[src/rtl/noc_output_port_arbiter_if.sv]
// -----------------------------------------------------------------------------
// noc_output_port_arbiter_if
//
// Purpose: bundles the per-output-port allocator signals: the NUM_INPUTS
// head-of-queue flit requests from the input buffers, the registered flit
// link towards the downstream router, the credit return path and the
// status/debug outputs.
//
// Handshake semantics (upstream side): req_in[i] is a valid flag for the
// head flit of input i (data_in/dest_in/is_tail_in slice i). pop_out[i] is
// the ready/accept: the flit transfers in a cycle where req_in[i] and
// pop_out[i] are both high. pop_out is one-hot or zero and never asserts
// without the matching req_in. Downstream side: send_out qualifies
// data_out/dest_out/is_tail_out for exactly one cycle per flit; the
// downstream buffer returns one credit_in pulse per freed slot.
//
// Modports:
//   slave  - the arbiter (consumes requests/credits, drives link/status)
//   master - the surrounding router / testbench
//
// Signals:
//   req_in, data_in, dest_in, is_tail_in : per-input head flit
//   pop_out                               : per-input accept
//   data_out, dest_out, is_tail_out       : registered link flit
//   send_out                              : link flit valid
//   credit_in                             : downstream slot freed
//   credits_avail                         : current credit count
//   locked_out                            : FSM state (1 = LOCKED)
//   grant_idx                             : current/last granted input
//   credit_err                            : sticky credit overflow flag
// -----------------------------------------------------------------------------
interface noc_output_port_arbiter_if #(
    parameter int NUM_INPUTS   = 5,
    parameter int FLIT_WIDTH   = 64,
    parameter int DEST_WIDTH   = 6,
    parameter int CREDIT_DEPTH = 8,
    parameter int CNT_WIDTH    = $clog2(CREDIT_DEPTH + 1),
    parameter int IDX_WIDTH    = $clog2(NUM_INPUTS)
);

    logic [NUM_INPUTS-1:0]            req_in;
    logic [NUM_INPUTS*FLIT_WIDTH-1:0] data_in;
    logic [NUM_INPUTS*DEST_WIDTH-1:0] dest_in;
    logic [NUM_INPUTS-1:0]            is_tail_in;
    logic [NUM_INPUTS-1:0]            pop_out;
    logic [FLIT_WIDTH-1:0]            data_out;
    logic [DEST_WIDTH-1:0]            dest_out;
    logic                             is_tail_out;
    logic                             send_out;
    logic                             credit_in;
    logic [CNT_WIDTH-1:0]             credits_avail;
    logic                             locked_out;
    logic [IDX_WIDTH-1:0]             grant_idx;
    logic                             credit_err;

    modport slave (
        input  req_in, data_in, dest_in, is_tail_in, credit_in,
        output pop_out, data_out, dest_out, is_tail_out, send_out,
        output credits_avail, locked_out, grant_idx, credit_err
    );

    modport master (
        output req_in, data_in, dest_in, is_tail_in, credit_in,
        input  pop_out, data_out, dest_out, is_tail_out, send_out,
        input  credits_avail, locked_out, grant_idx, credit_err
    );

endinterface

[src/rtl/noc_output_port_arbiter.sv]
// -----------------------------------------------------------------------------
// noc_output_port_arbiter
//
// Purpose: switch allocator for one router output port. Shares the output
// link between NUM_INPUTS input flit buffers using round-robin arbitration
// at packet granularity. Once a multi-flit packet wins, the output stays
// locked to that input (wormhole) until its tail flit has been sent.
// Flits are only popped while the downstream buffer has credits; the
// accepted flit is registered onto the link one cycle later.
//
// Ports:
//   clk_noc  - NoC clock, all state on rising edge
//   rst_noc  - asynchronous active-high reset
//   port_if  - noc_output_port_arbiter_if.slave (requests, link, credits,
//              status; see the interface file for handshake semantics)
//
// The FSM state is visible on port_if.locked_out (1 = LOCKED).
// -----------------------------------------------------------------------------
module noc_output_port_arbiter #(
    parameter int NUM_INPUTS   = 5,
    parameter int FLIT_WIDTH   = 64,
    parameter int DEST_WIDTH   = 6,
    parameter int CREDIT_DEPTH = 8,
    parameter int CNT_WIDTH    = $clog2(CREDIT_DEPTH + 1),
    parameter int IDX_WIDTH    = $clog2(NUM_INPUTS)
) (
    input  logic                        clk_noc,
    input  logic                        rst_noc,
    noc_output_port_arbiter_if.slave    port_if
);

    typedef enum logic {
        ST_IDLE   = 1'b0,
        ST_LOCKED = 1'b1
    } state_e;

    state_e                 state_q, state_d;
    logic [IDX_WIDTH-1:0]   rr_ptr_q, rr_ptr_d;
    // grant_q doubles as the packet owner while LOCKED.
    logic [IDX_WIDTH-1:0]   grant_q, grant_d;
    logic [CNT_WIDTH-1:0]   credits_q, credits_d;
    logic                   credit_err_q, credit_err_d;
    logic                   send_q, send_d;
    logic [FLIT_WIDTH-1:0]  data_q, data_d;
    logic [DEST_WIDTH-1:0]  dest_q, dest_d;
    logic                   tail_q, tail_d;

    logic                   can_send;
    logic                   rr_found;
    logic [IDX_WIDTH-1:0]   rr_winner;
    logic                   pop_any;
    logic [IDX_WIDTH-1:0]   sel_idx;
    logic [FLIT_WIDTH-1:0]  sel_data;
    logic [DEST_WIDTH-1:0]  sel_dest;
    logic                   sel_tail;

    // (base + offs) mod NUM_INPUTS, for base < NUM_INPUTS and offs <= NUM_INPUTS.
    function automatic logic [IDX_WIDTH-1:0] wrap_add(input logic [IDX_WIDTH-1:0] base,
                                                      input int unsigned offs);
        logic [IDX_WIDTH:0] sum;
        sum = {1'b0, base} + (IDX_WIDTH+1)'(offs);
        if (sum >= (IDX_WIDTH+1)'(NUM_INPUTS)) begin
            sum = sum - (IDX_WIDTH+1)'(NUM_INPUTS);
        end
        return sum[IDX_WIDTH-1:0];
    endfunction

    // Registered count only: a credit arriving this cycle cannot fund a pop
    // in the same cycle.
    assign can_send = (credits_q != '0);

    // Round-robin search starting at rr_ptr_q; the first requester wins.
    always_comb begin
        logic [IDX_WIDTH-1:0] cand;
        rr_found  = 1'b0;
        rr_winner = rr_ptr_q;
        cand      = rr_ptr_q;
        for (int k = 0; k < NUM_INPUTS; k++) begin
            cand = wrap_add(rr_ptr_q, k);
            if (!rr_found && port_if.req_in[cand]) begin
                rr_found  = 1'b1;
                rr_winner = cand;
            end
        end
    end

    // Flit selection from the granted input.
    always_comb begin
        sel_data = port_if.data_in[FLIT_WIDTH-1:0];
        sel_dest = port_if.dest_in[DEST_WIDTH-1:0];
        sel_tail = port_if.is_tail_in[0];
        for (int i = 0; i < NUM_INPUTS; i++) begin
            if (sel_idx == IDX_WIDTH'(i)) begin
                sel_data = port_if.data_in[i*FLIT_WIDTH +: FLIT_WIDTH];
                sel_dest = port_if.dest_in[i*DEST_WIDTH +: DEST_WIDTH];
                sel_tail = port_if.is_tail_in[i];
            end
        end
    end

    // FSM next state and pop decision.
    always_comb begin
        state_d  = state_q;
        rr_ptr_d = rr_ptr_q;
        grant_d  = grant_q;
        pop_any  = 1'b0;
        sel_idx  = grant_q;
        case (state_q)
            ST_IDLE: begin
                if (can_send && rr_found) begin
                    pop_any = 1'b1;
                    sel_idx = rr_winner;
                    grant_d = rr_winner;
                    if (port_if.is_tail_in[rr_winner]) begin
                        // Single-flit packet: arbitration restarts after the winner.
                        rr_ptr_d = wrap_add(rr_winner, 1);
                    end else begin
                        state_d = ST_LOCKED;
                    end
                end
            end
            ST_LOCKED: begin
                // Only the owner may send; a gap in its requests keeps the lock.
                if (can_send && port_if.req_in[grant_q]) begin
                    pop_any = 1'b1;
                    sel_idx = grant_q;
                    if (port_if.is_tail_in[grant_q]) begin
                        state_d  = ST_IDLE;
                        rr_ptr_d = wrap_add(grant_q, 1);
                    end
                end
            end
            default: begin
                state_d = ST_IDLE;
            end
        endcase
    end

    // Credit counter and sticky overflow flag.
    always_comb begin
        credits_d    = credits_q;
        credit_err_d = credit_err_q;
        if (pop_any && !port_if.credit_in) begin
            credits_d = credits_q - CNT_WIDTH'(1);
        end else if (port_if.credit_in && !pop_any) begin
            if (credits_q == CNT_WIDTH'(CREDIT_DEPTH)) begin
                credit_err_d = 1'b1;
            end else begin
                credits_d = credits_q + CNT_WIDTH'(1);
            end
        end
    end

    // Link register: payload holds its last value on idle cycles.
    always_comb begin
        send_d = pop_any;
        data_d = data_q;
        dest_d = dest_q;
        tail_d = tail_q;
        if (pop_any) begin
            data_d = sel_data;
            dest_d = sel_dest;
            tail_d = sel_tail;
        end
    end

    always_ff @(posedge clk_noc or posedge rst_noc) begin
        if (rst_noc) begin
            state_q      <= ST_IDLE;
            rr_ptr_q     <= '0;
            grant_q      <= '0;
            credits_q    <= CNT_WIDTH'(CREDIT_DEPTH);
            credit_err_q <= 1'b0;
            send_q       <= 1'b0;
            data_q       <= '0;
            dest_q       <= '0;
            tail_q       <= 1'b0;
        end else begin
            state_q      <= state_d;
            rr_ptr_q     <= rr_ptr_d;
            grant_q      <= grant_d;
            credits_q    <= credits_d;
            credit_err_q <= credit_err_d;
            send_q       <= send_d;
            data_q       <= data_d;
            dest_q       <= dest_d;
            tail_q       <= tail_d;
        end
    end

    // pop_out is forced low during reset so upstream never dequeues a flit
    // that the reset is about to discard.
    always_comb begin
        port_if.pop_out = '0;
        if (pop_any && !rst_noc) begin
            port_if.pop_out[sel_idx] = 1'b1;
        end
    end

    assign port_if.data_out      = data_q;
    assign port_if.dest_out      = dest_q;
    assign port_if.is_tail_out   = tail_q;
    assign port_if.send_out      = send_q;
    assign port_if.credits_avail = credits_q;
    assign port_if.locked_out    = (state_q == ST_LOCKED);
    assign port_if.grant_idx     = grant_q;
    assign port_if.credit_err    = credit_err_q;

endmodule

[src/flat_wrapper.sv]
// flat-port wrapper written by rule: the top's interface ports become plain ports
module noc_output_port_arbiter_flat 
#(
    parameter int NUM_INPUTS   = 5,
    parameter int FLIT_WIDTH   = 64,
    parameter int DEST_WIDTH   = 6,
    parameter int CREDIT_DEPTH = 8,
    parameter int CNT_WIDTH    = $clog2(CREDIT_DEPTH + 1),
    parameter int IDX_WIDTH    = $clog2(NUM_INPUTS)
)
  (clk_noc, rst_noc, port_if_req_in, port_if_data_in, port_if_dest_in, port_if_is_tail_in, port_if_credit_in, port_if_pop_out, port_if_data_out, port_if_dest_out, port_if_is_tail_out, port_if_send_out, port_if_credits_avail, port_if_locked_out, port_if_grant_idx, port_if_credit_err);
  noc_output_port_arbiter_if #(.NUM_INPUTS(NUM_INPUTS), .FLIT_WIDTH(FLIT_WIDTH), .DEST_WIDTH(DEST_WIDTH), .CREDIT_DEPTH(CREDIT_DEPTH), .CNT_WIDTH(CNT_WIDTH), .IDX_WIDTH(IDX_WIDTH)) port_if_i ();
  input  logic clk_noc;
  input  logic rst_noc;
  input wire logic [$bits(port_if_i.req_in)-1:0] port_if_req_in;
  input wire logic [$bits(port_if_i.data_in)-1:0] port_if_data_in;
  input wire logic [$bits(port_if_i.dest_in)-1:0] port_if_dest_in;
  input wire logic [$bits(port_if_i.is_tail_in)-1:0] port_if_is_tail_in;
  input wire logic [$bits(port_if_i.credit_in)-1:0] port_if_credit_in;
  output wire logic [$bits(port_if_i.pop_out)-1:0] port_if_pop_out;
  output wire logic [$bits(port_if_i.data_out)-1:0] port_if_data_out;
  output wire logic [$bits(port_if_i.dest_out)-1:0] port_if_dest_out;
  output wire logic [$bits(port_if_i.is_tail_out)-1:0] port_if_is_tail_out;
  output wire logic [$bits(port_if_i.send_out)-1:0] port_if_send_out;
  output wire logic [$bits(port_if_i.credits_avail)-1:0] port_if_credits_avail;
  output wire logic [$bits(port_if_i.locked_out)-1:0] port_if_locked_out;
  output wire logic [$bits(port_if_i.grant_idx)-1:0] port_if_grant_idx;
  output wire logic [$bits(port_if_i.credit_err)-1:0] port_if_credit_err;
  assign port_if_i.req_in = port_if_req_in;
  assign port_if_i.data_in = port_if_data_in;
  assign port_if_i.dest_in = port_if_dest_in;
  assign port_if_i.is_tail_in = port_if_is_tail_in;
  assign port_if_i.credit_in = port_if_credit_in;
  assign port_if_pop_out = port_if_i.pop_out;
  assign port_if_data_out = port_if_i.data_out;
  assign port_if_dest_out = port_if_i.dest_out;
  assign port_if_is_tail_out = port_if_i.is_tail_out;
  assign port_if_send_out = port_if_i.send_out;
  assign port_if_credits_avail = port_if_i.credits_avail;
  assign port_if_locked_out = port_if_i.locked_out;
  assign port_if_grant_idx = port_if_i.grant_idx;
  assign port_if_credit_err = port_if_i.credit_err;
  noc_output_port_arbiter #(.NUM_INPUTS(NUM_INPUTS), .FLIT_WIDTH(FLIT_WIDTH), .DEST_WIDTH(DEST_WIDTH), .CREDIT_DEPTH(CREDIT_DEPTH), .CNT_WIDTH(CNT_WIDTH), .IDX_WIDTH(IDX_WIDTH)) u_core (.clk_noc(clk_noc), .rst_noc(rst_noc), .port_if(port_if_i));
endmodule
[config.mk]
export PLATFORM = sky130hd
export DESIGN_NAME = noc_output_port_arbiter_flat
export DESIGN_NICKNAME = d
export VERILOG_FILES = /design/src/rtl/noc_output_port_arbiter_if.sv /design/src/rtl/noc_output_port_arbiter.sv /design/src/flat_wrapper.sv
export SDC_FILE = /design/constraint.sdc
export NUM_CORES = 1
export LEC_CHECK = 0
export CAP_MARGIN = 10
export CELL_PAD_IN_SITES_DETAIL_PLACEMENT = 0
export CELL_PAD_IN_SITES_GLOBAL_PLACEMENT = 1
export CORE_ASPECT_RATIO = 1.1
export CORE_MARGIN = 2
export CORE_UTILIZATION = 24
export CTS_CLUSTER_DIAMETER = 50
export DETAILED_ROUTE_END_ITERATION = 12
export MAX_ROUTING_LAYER = met4
export PLACE_DENSITY = 0.86
export SLEW_MARGIN = 20
export SYNTH_ARGS = -nofsm -noshare
export SYNTH_HDL_FRONTEND = slang
export SYNTH_SLANG_ARGS = --single-unit
export TNS_END_PERCENT = 1
[constraint.sdc]
create_clock -name clk_noc -period 6.8 [get_ports clk_noc]
set_input_delay 1.7 -clock clk_noc [delete_from_list [all_inputs] [get_ports clk_noc]]
set_output_delay 1.7 -clock clk_noc [all_outputs]
set_load 0.05 [all_outputs]
==> reports/qor.txt <==
Hold Path Sink - u_core.port_if.credit_err
Launch point of the worst hold path - u_core.port_if.credit_err
CP max stage cell - sky130_fd_sc_hd__mux4_2
Crit start category - input port
Register-to-register setup slack - 1.39 ns
Die footprint - 0.0332 mm2
Area of the core region - 0.0313 mm2
DRC violation count after routing - 0
Register clock-pin slew on the reported worst setup and hold paths - 0.07 ns
Main synth FF type - sky130_fd_sc_hd__dfrtp_1
Drt wl/cell - 21.0 um
Via count - 9301
Largest stage delay, worst path - 0.47 ns
Number of hold-slack violations in the final timing report - 0
Number of antenna violations at the first check in global routing - 1
Register bit count reported by yosys - 84
Fraction of registers with async set or reset after synthesis - 100%
Worst r2r path cells - 19
Share of the synthesized area in the top cell type - 27.2%
Worst reg2reg startpoint - u_core.rr_ptr_q[0]
Final WL - 37600 um
Chip Height - 191 um
Fraction of layout cells with a size suffix above 1 - 10.2%
Clock tree sinks - 84
Top-count cell post-synth - sky130_fd_sc_hd__nand2_1
Number of buffers inserted during clock tree synthesis - 9
GR Util All Layers - 22.2%
Effective utilization at floorplan - 24.4%
Worst endpoint data arrival time - 4.93 ns
Post-synth EDFFs - 0
Result of the run - finished clean
CTS tree - done
Via count of the first global-routing pass - 9183
Number of DRC markers after the initial detailed-route iteration - 594
Maximum frequency from static timing analysis - 151 MHz
Hold Crit Depth - 1
Critical path type - input port to output port
Post-route antenna net violation count - 0
Post-Syn Area per Cell - 8.15 um2
Clock insertion delay at the later pin of the skew report - 0.35 ns
Synth top area cells - sky130_fd_sc_hd__dfrtp_1, sky130_fd_sc_hd__a221o_1, sky130_fd_sc_hd__nand2_1
Post-synthesis sequential area ratio - 27.6%
Net Count, Synth - 1315
Quantity of I/O buffers inserted on ports - 448
Clk root buf - sky130_fd_sc_hd__clkbuf_16
# nets final - 1741
Number of I/O pins - 449
Slew Limit Headroom - 44.1%
Finish-stage setup viols - 0
Hold Buf Count CTS - 0
Most common cell on crit path - sky130_fd_sc_hd__nand2_1
Number of buffers between clock root and the deepest sink - 2
Post-synth top area cell - sky130_fd_sc_hd__dfrtp_1
Syn-to-layout area delta - 71.5%
Minimum clock period - 6.63 ns
Peak fanout along the critical path - 5
Worst Clk Skew - 0.0177 ns
Worst Hold Class - register to register
Cells traversed along the worst timing path - dlygate4sd2_1 > mux4_2 > a32o_2 > a31o_1 > a41o_1 > or3_4 > a21oi_2 > o31ai_1 > and2_2 > nand2_1 > nand2_1 > or4_4 > nor2_4 > buf_6
Number of different library cells in the post-synthesis netlist - 72
Post-synthesis cell area - 0.00763 mm2
Reg2reg end - u_core.port_if.data_out[37]
RD Place Congestion - 0.938
Final slew viol count - 0
# Max-Cap Violations - 0
H-tree depth reported by CTS - 3
Setup repair after global routing missed its margin - false
Critical path endpoint category - output port
Period Utilization, post-route - 97.6%
Post-route worst hold slack - 0.463 ns
YS warnings - 0
List of most frequent post-synthesis cells - sky130_fd_sc_hd__nand2_1, sky130_fd_sc_hd__dfrtp_1, sky130_fd_sc_hd__and3_1
First-pass GRT wire length - 54800 um
Maximum number of pins on one net before global-route repair - 72
Die extent in x - 174 um
Placement Rows - 68
Via density per instance - 5.20
Worst Max-Slew Pin Slew - 0.838 ns
Detailed Place HPWL - 28500 um
Post-synthesis instance total - 936
Required time reported for the critical path endpoint - 5.10 ns
First-pass DRT Iterations - 5
Global-route congestion overflow total - 0
-- cells in the final DEF, fill, tap and decap left out, drive strengths merged, types with 4 or more instances in the layout --
master	instances
a221o	71
clkbuf	11
clkdlybuf4s50	439
dfrtp	83
a21o	5
and3	76
and2	72
a211oi	77
mux4	4
a211o	5
nand3	8
ha	14
xnor2	7
and4	4
or4	5
mux2i	6
nor4	6
buf	64
inv	22
a21oi	16
nand2	178
nand2b	12
nor3	4
o21ai	15
o31ai	4
nor2b	7
nor2	19
a31oi	71
-- state kept, by name (all words and copies together) (netlist names) --
| register | count |
|---|---|
| u_core.port_if.dest_out | 6 |
| u_core.port_if.send_out | 1 |
| u_core.rr_ptr_q | 3 |
| u_core.port_if.grant_idx | 3 |
| u_core.port_if.credits_avail | 4 |
| u_core.port_if.locked_out | 1 |
| u_core.port_if.data_out | 64 |
| u_core.port_if.is_tail_out | 1 |
| u_core.port_if.credit_err | 1 |
-- critical path: cells and delay by family --
family | cells | cell delay, ns
AND/OR/NAND/NOR | 6 | 1.34
multiplexers | 1 | 0.47
buffers and inverters | 2 | 0.45
AO/OA/AOI/OAI | 5 | 0.97
-- logic make-up (layout without fill, tap and decap cells) --
logic type,Yosys count,in the layout,share of synthesized area [%]
xor gates and xnor gates,9,9,1.03
adders and majority gates,16,16,2.82
muxes,13,13,2.41
DFF,84,84,27.6
AOI/OAI and AO/OA,299,299,32.1
buffers and inverters,113,544,7.22
and+or+nand+nor,402,402,26.8
other,0,1,0
-- what timing repair did --
item | in CTS | in global routing
endpoints found under the setup margin | 4 | 5
resized for setup | 10 | 10
buffers inserted | 1 | 0
pin swaps | 1 | 0
-- worst max path at each step --
stage                 startpoint  depth (start not counted)                 end
2_1_floorplan  port_if_req_in[3]                         13  port_if_pop_out[2]
3_3_place_gp   port_if_req_in[3]                         12  port_if_pop_out[0]
3_5_place_dp   port_if_req_in[2]                         12  port_if_pop_out[1]
4_1_cts        port_if_req_in[1]                         14  port_if_pop_out[1]
5_1_grt        port_if_req_in[3]                         15  port_if_pop_out[0]
6_report       port_if_req_in[2]                         14  port_if_pop_out[0]
-- routing by layer --
layer	track usage (%)	up-vias	share of wire, %
met5	-	-	0
met4	8.66	0	3.8
met3	3.52	67	5.5
met2	37.7	384	50
met1	26.4	4475	41
li1	-	4375	-
-- metrics by stage --
step	setup WS (ns)	cells	util (%)	area (um2)	setup TNS (ns)
2_1_floorplan	-0.147	936	-	7670	-0.426
3_3_place_gp	-0.0502	1770	40.6	12700	-0.0834
3_5_place_dp	-0.0674	1770	40.6	12700	-0.203
4_1_cts	-0.000985	1787	41.7	13000	-0.000985
5_1_grt	0.0521	1788	41.8	13100	0
6_report	0.166	1788	41.8	13100	0
-- cell type report --
cell class                      count  area, um2
Antenna cell                        1       2.50
Clock buffer                       11        233
Clock inverter                      5       61.3
Fill cell                        3228      18200
Inverter                           21       81.3
Multi-Input combinational cell    739       5080
Sequential cell                    84       2100
Tap cell                          420        526
Timing Repair Buffer              507       4990
Power is left out: the tool's default activity adds up to more than one toggle a clock period on the data nets, which glitch-free logic cannot reach.
